==> src/rtl/alu_seq.sv <==
// alu_seq: single-issue sequencer that feeds the 16-bit combinational ALU from a small register file.
// Optional feature macro: ALU_SEQ_IMM_EN (instr_imm replaces operand B when instr_imm_en is set).
module alu_seq #(
    parameter int NUM_REGS = 8,
    localparam int RA_W = $clog2(NUM_REGS)
) (
    input  logic            clk,
    input  logic            rst,
    input  logic            instr_valid,
    output logic            instr_ready,
    input  logic [3:0]      instr_op,
    input  logic [RA_W-1:0] instr_rd,
    input  logic [RA_W-1:0] instr_rs1,
    input  logic [RA_W-1:0] instr_rs2,
    input  logic            instr_imm_en,
    input  logic [15:0]     instr_imm,
    output logic [15:0]     alu_a,
    output logic [15:0]     alu_b,
    output logic [3:0]      alu_op,
    input  logic [15:0]     alu_result,
    input  logic            alu_zero,
    input  logic            alu_carry,
    input  logic            alu_overflow,
    output logic            wb_valid,
    output logic [RA_W-1:0] wb_rd,
    output logic [15:0]     wb_data,
    output logic [2:0]      flags,
    output logic            busy,
    input  logic [RA_W-1:0] dbg_raddr,
    output logic [15:0]     dbg_rdata
);

    typedef enum logic [1:0] {
        IDLE = 2'd0,
        EXEC = 2'd1,
        WB   = 2'd2
    } state_t;

    state_t          state;
    logic [15:0]     regs [NUM_REGS];
    logic [RA_W-1:0] rd_q;
    logic [15:0]     src_a;
    logic [15:0]     src_b;
    logic [15:0]     src_rs2;
    logic            op_defined;

    // Register 0 is hardwired to zero on every read port.
    assign src_a     = (instr_rs1 == '0) ? 16'h0000 : regs[instr_rs1];
    assign src_rs2   = (instr_rs2 == '0) ? 16'h0000 : regs[instr_rs2];
    assign dbg_rdata = (dbg_raddr == '0) ? 16'h0000 : regs[dbg_raddr];

`ifdef ALU_SEQ_IMM_EN
    assign src_b = instr_imm_en ? instr_imm : src_rs2;
`else
    logic unused_imm;
    assign unused_imm = ^{instr_imm_en, instr_imm};
    assign src_b      = src_rs2;
`endif

    assign op_defined  = (alu_op < 4'd12);
    assign instr_ready = (state == IDLE);
    assign busy        = (state != IDLE);

    always_ff @(posedge clk) begin
        if (rst) begin
            state    <= IDLE;
            alu_a    <= 16'h0000;
            alu_b    <= 16'h0000;
            alu_op   <= 4'h0;
            rd_q     <= '0;
            wb_valid <= 1'b0;
            wb_rd    <= '0;
            wb_data  <= 16'h0000;
            flags    <= 3'b000;
            for (int i = 0; i < NUM_REGS; i++) begin
                regs[i] <= 16'h0000;
            end
        end else begin
            wb_valid <= 1'b0;
            case (state)
                IDLE: begin
                    if (instr_valid) begin
                        alu_a  <= src_a;
                        alu_b  <= src_b;
                        alu_op <= instr_op;
                        rd_q   <= instr_rd;
                        state  <= EXEC;
                    end
                end
                EXEC: begin
                    // Undefined op codes retire silently: no write, no flags, no strobe.
                    if (op_defined) begin
                        if (rd_q != '0) begin
                            regs[rd_q] <= alu_result;
                        end
                        flags    <= {alu_overflow, alu_carry, alu_zero};
                        wb_rd    <= rd_q;
                        wb_data  <= alu_result;
                        wb_valid <= 1'b1;
                        state    <= WB;
                    end else begin
                        state <= IDLE;
                    end
                end
                WB: begin
                    state <= IDLE;
                end
                default: begin
                    state <= IDLE;
                end
            endcase
        end
    end

endmodule
==> config.mk <==
export PLATFORM = sky130hd
export DESIGN_NAME = alu_seq
export DESIGN_NICKNAME = d
export VERILOG_FILES = /design/src/rtl/alu_seq.sv
export SDC_FILE = /design/constraint.sdc
export NUM_CORES = 1
export LEC_CHECK = 0
export CORE_MARGIN = 2
export CORE_UTILIZATION = 35
export DETAILED_ROUTE_END_ITERATION = 6
export DONT_BUFFER_PORTS = 1
export GPL_ROUTABILITY_DRIVEN = 0
export PLACE_DENSITY_LB_ADDON = 0.25
export SLEW_MARGIN = 20
export SYNTH_ARGS = -nofsm -noshare
export SYNTH_HDL_FRONTEND = slang
export SYNTH_SLANG_ARGS = --single-unit
==> constraint.sdc <==
create_clock -name clk -period 3.2 [get_ports clk]
set_input_delay 0.8 -clock clk [delete_from_list [all_inputs] [get_ports clk]]
set_output_delay 0.8 -clock clk [all_outputs]
set_load 0.05 [all_outputs]
# --- Word level (Yosys, flattened, before mapping) ---
# Memory sizes are Yosys's and may differ from the RTL's.
# Cells that the tools add are included.
word_totals:
  register_bits: 64
  ramBits: 128
  wordCells: 41
  n_memories: 1
classes:
  n_lt_le_gt_ge: 1
  n_eq_ne: 2
  n_mux: 17
  bitwise_logic: 1
  reduce_logical: 10
memory_table:
  columns: ["memory", "depth", "word_bits", "read_ports", "rd_ports_with_merged_regs", "write_ports", "line_no", "text"]
  rows:
  - ["regs", 8, 16, 3, 0, 8, "40", "logic [15:0] regs [NUM_REGS];"]
ops:
  columns: ["op", "count"]
  rows:
  - ["16-bit two-way mux", 4]
  - ["16-bit OR reduction", 1]
  - ["3-bit zero test", 3]
  - ["1-bit two-way mux", 9]
  - ["4-bit less-than comparator (second input constant)", 1]
  - ["2-bit two-way mux", 2]
  - ["2-bit case mux with 2 select lines", 1]
  - ["2-bit AND reduction", 2]
  - ["3-bit two-way mux", 1]
  - ["3-bit nonzero test", 1]
  - ["2-bit by 1-bit equality test with 1-bit output (second input constant)", 1]
  - ["2-bit zero test", 1]
  - ["2-bit != test (second input constant)", 1]
  - ["2-bit nonzero test", 1]
  - ["2-bit OR reduction", 1]
  - ["1-bit NOT", 1]

# --- Depth between registers and ports, before layout ---
depth:
  depth_word: 8
  mapped_depth: 7

# --- Worst setup path after synthesis ---
# No wires, ideal clock.
synth_timing:
  path_type: "input to output"
  start: "input dbg_raddr[0]"
  end: "output dbg_rdata[10]"
  arrival_ns: 2.685
  required_ns: 2.400
  slack_ns: -0.285
  cell_stages: 5
  path_cell_list: "buf_2 buf_2 clkbuf_1 a22oi_1 o21ai_0"
synth_via:
  elab_chain_len: 2
synth_lines:
  columns: ["item", "line_no", "text"]
  rows:
  - ["start: declaration", "29", "input logic [RA_W-1:0] dbg_raddr,"]
  - ["memory 8 x 16 bit / 3-bit zero test (equally long branches)", null, null]
  - ["16-bit two-way mux (*)", "50", "assign dbg_rdata = (dbg_raddr == '0) ? 16'h0000 : regs[dbg_raddr];"]
  - ["end: declaration", "30", "output logic [15:0] dbg_rdata"]
# Mark *: on every way between the ends. The rest lies on a longest branch, timed or not.

# --- Worst setup path after layout ---
layout_timing:
  start: "input dbg_raddr[1]"
  end: "output dbg_rdata[8]"
# Same word-level chain as after synthesis.

==> results.py <==
metrics = {
    "sta": {
        "rsz0062_at_grt": "false",
        "layout_min_cycle_time_ps": 2630,
        "fin_crit_sh_pct": 82.3,
        "tns_ps": 0,
        "finClkSkew_ps": 11.8,
        "setup_viol": 0,
        "fmax_ghz": 0.380,
        "worst_slew_pin_slew_ps": 1020,
        "slew_headroom_pct": 31.6,
        "hold_viol_final": 0,
        "setup_slack_ps": 567,
        "finalMaxSlewViolations": 0,
    },
    "setup_path": {
        "r2r_end": "alu_b[3]$_SDFFE_PP0P_",
        "crit_required_ps": 2400,
        "start_kind": "input port",
        "cp_cell_sequence": "nor2b_1, buf_4, a22oi_1, o21ai_1, buf_4",
        "crit_buf_inv": 2,
        "cp_slowest_stage_delay_ps": 260,
        "ff2ff_setup_slack_ps": 850,
        "cp.arrival_ps": 1830,
        "crit_top_cell": "buf_4",
        "cp_max_fo": 34,
        "path_class": "in2out",
        "slowest_stage": "buf_4",
        "cp-end-kind": "output pin",
        "r2r_start": "state[1]$_SDFFE_PP0P_",
        "crit_family": "buffers and inverters",
        "ff2ff_path_depth": 7,
    },
    "finish": {
        "n_fill_cell": 2436,
        "area_delta_synth_final_pct": 10.3,
        "antenna_cells": 0,
        "drive_gt1_share_pct": 16.0,
        "finalNetCount": 867,
        "fin_cells": 1155,
    },
    "grt": {
        "grt_usage_pct": 21.5,
        "antenna_found_initial": 0,
        "grt_max_degree": 54,
        "grt_pass1_wl_um": 41800,
        "grt_pass1_vias": 6297,
        "grt-ovfl-total": 0,
    },
    "logic_synthesis": {
        "synth_ff_type": "edfxtp_1",
        "synth_edf_count": 112,
        "async_flop_share_pct": 0,
        "syn_area_per_cell_sq_um": 11.1,
        "netlist_area_sq_um": 9080,
        "synthTopCellsByArea": "edfxtp_1, dfxtp_1, mux2i_1",
        "ys_seq_elements": 176,
        "yosys.area.top_type": "edfxtp_1",
        "syn-instance-count": 817,
        "synth.distinct_cells": 35,
        "synth_commonest_cells": "and2_1, edfxtp_1, nand2_1, mux2i_1, dfxtp_1",
        "yosysWarnings": 0,
        "synth_top_cell_area_share_pct": 37.0,
        "synth_nets": 872,
        "yosysMostFrequentCell": "and2_1",
        "yosysSeqAreaShare_pct": 51.1,
    },
    "drt": {
        "firstDrtPassIters": 5,
        "wl_per_cell_um": 25.3,
        "drc_errors": 0,
        "ant_nets": 0,
        "vias_per_cell": 5.66,
        "drt_iter0_markers": 582,
        "wl_um": 29300,
        "met3_wirelength_um": 2260,
        "num_vias": 6533,
        "drt-met1-wl_um": 12500,
        "dr_wl_met2_um": 13800,
        "topRoutingLayerUsed": "met4",
    },
    "die": {
        "rows": 58,
        "io_pins": 132,
        "coreArea_sq_um": 25300,
        "start_util_pct": 35.9,
        "die_w_um": 165,
        "die_area_sq_um": 27300,
        "dieHeight_um": 165,
    },
    "clocking": {
        "clockBufferDepth": 2,
        "cts_resized": 0,
        "cts_tree": "yes",
        "post_cts_buffers": 0,
        "cts.sinks": 176,
        "cts-root-buf": "clkbuf_16",
        "worstSkewPairLatency_ps": 450,
        "cts_inserted_buffers": 17,
        "clk_pin_slew_ps": 60,
        "htree_levels": 4,
        "ctsHoldBuffers": 0,
    },
    "flow_run": {
        "drv_cap": 0,
    },
    "power": {
        "report.power.total_mw": 5.28,
        "power.leakage_nw": 3.72,
        "cellPowerDensity_nw_per_um2": 527,
        "vdd_drop_max_uv": 236,
    },
    "worst_hold_path": {
        "worstHoldStart": "rst",
        "whs_endpoint": "wb_data[1]$_SDFFE_PP0P_",
        "whs_path_depth": 1,
        "min-delay-path-class": "in2reg",
    },
    "placement": {
        "io_buffers": 0,
        "dp_slack_ps": 568,
        "dp.cells": 1123,
        "hpwl_um": 18000,
    },
    "status": {
        "status": "completed",
    },
}
routing by layer:
| layer | GRT usage, % | up-vias |
|---|---|---|
| met5 | 0 | - |
| met4 | 7.08 | 0 |
| met3 | 3.87 | 46 |
| met2 | 35.2 | 296 |
| met1 | 29.0 | 3213 |
| li1 | - | 2978 |
report_power, final:
part | total (mW) | leakage [nW] | internal (mW) | switching [mW]
logic | 0.566 | 1.78 | 0.221 | 0.346
registers | 2.76 | 1.68 | 2.51 | 0.245
clock network | 1.96 | 0.259 | 1.02 | 0.932
cell families (layout without fill, tap and decap cells):
family | Yosys count | in the layout | synth area share, %
buffers and inverters | 66 | 74 | 3.49
muxes | 130 | 130 | 17.2
AOI/OAI and AO/OA | 162 | 162 | 11.4
and+or+nand+nor | 283 | 283 | 16.8
DFF | 176 | 176 | 51.1
state kept, by name, indices dropped and copies added (netlist names):
name / cells
alu_a: 16
wb_data: 16
regs: 112
wb_rd: 3
flags: 3
alu_op: 4
rd_q: 3
alu_b: 16
state: 2
wb_valid: 1
area by class of cell:
class | count | area (sq um) | area share, %
Sequential cell | 176 | 4640 | 46.3
Multi-Input combinational cell | 575 | 4120 | 41.1
Clock buffer | 21 | 450 | 4.49
Tap cell | 330 | 413 | 4.12
Timing Repair Buffer | 40 | 300 | 3.00
Clock inverter | 11 | 83.8 | 0.837
Inverter | 2 | 7.51 | 0.0749
worst max path at each step:
stage / startpoint / to / slack (ps) / cells past startpoint
global route: dbg_raddr[1] / dbg_rdata[4] / 530 / 5
CTS: dbg_raddr[1] / dbg_rdata[2] / 570 / 5
finish: dbg_raddr[1] / dbg_rdata[8] / 570 / 5
floorplan: dbg_raddr[0] / dbg_rdata[10] / 90 / 5
detailed placement: dbg_raddr[1] / dbg_rdata[2] / 570 / 5
global placement: dbg_raddr[1] / dbg_rdata[2] / 570 / 5
placed cells by master, fill, tap and decap left out, types with 2 or more instances in the layout:
cell type	netlist	layout
clkbuf_16	0	17
clkbuf_1	27	3
and2_1	115	115
clkinvlp_4	0	2
inv_1	2	2
nor2_1	34	34
a221o_1	13	13
or2_2	4	4
clkinv_4	0	2
mux4_2	18	18
a22oi_1	28	28
mux2_2	30	30
edfxtp_1	112	112
o21ai_1	0	18
mux2i_1	82	82
nand3_1	13	13
nand2b_1	6	6
a21oi_1	49	49
nor2b_1	7	7
nor2_4	3	3
o22ai_1	17	17
nand2_1	93	93
dfxtp_1	64	64
a2111oi_0	15	15
inv_6	0	4
buf_4	4	40
nor4_4	3	3
clkinv_2	0	2
o21ai_0	37	19
stage by stage:
stage	hold WS (ps)	cell area (sq um)	util, %
floorplan	511	9080	-
global placement	528	9490	37.5
detailed placement	541	9490	37.5
CTS	417	10000	39.6
global route	412	10000	39.6
finish	422	10000	39.6
(Power assumes the default switching activity.)
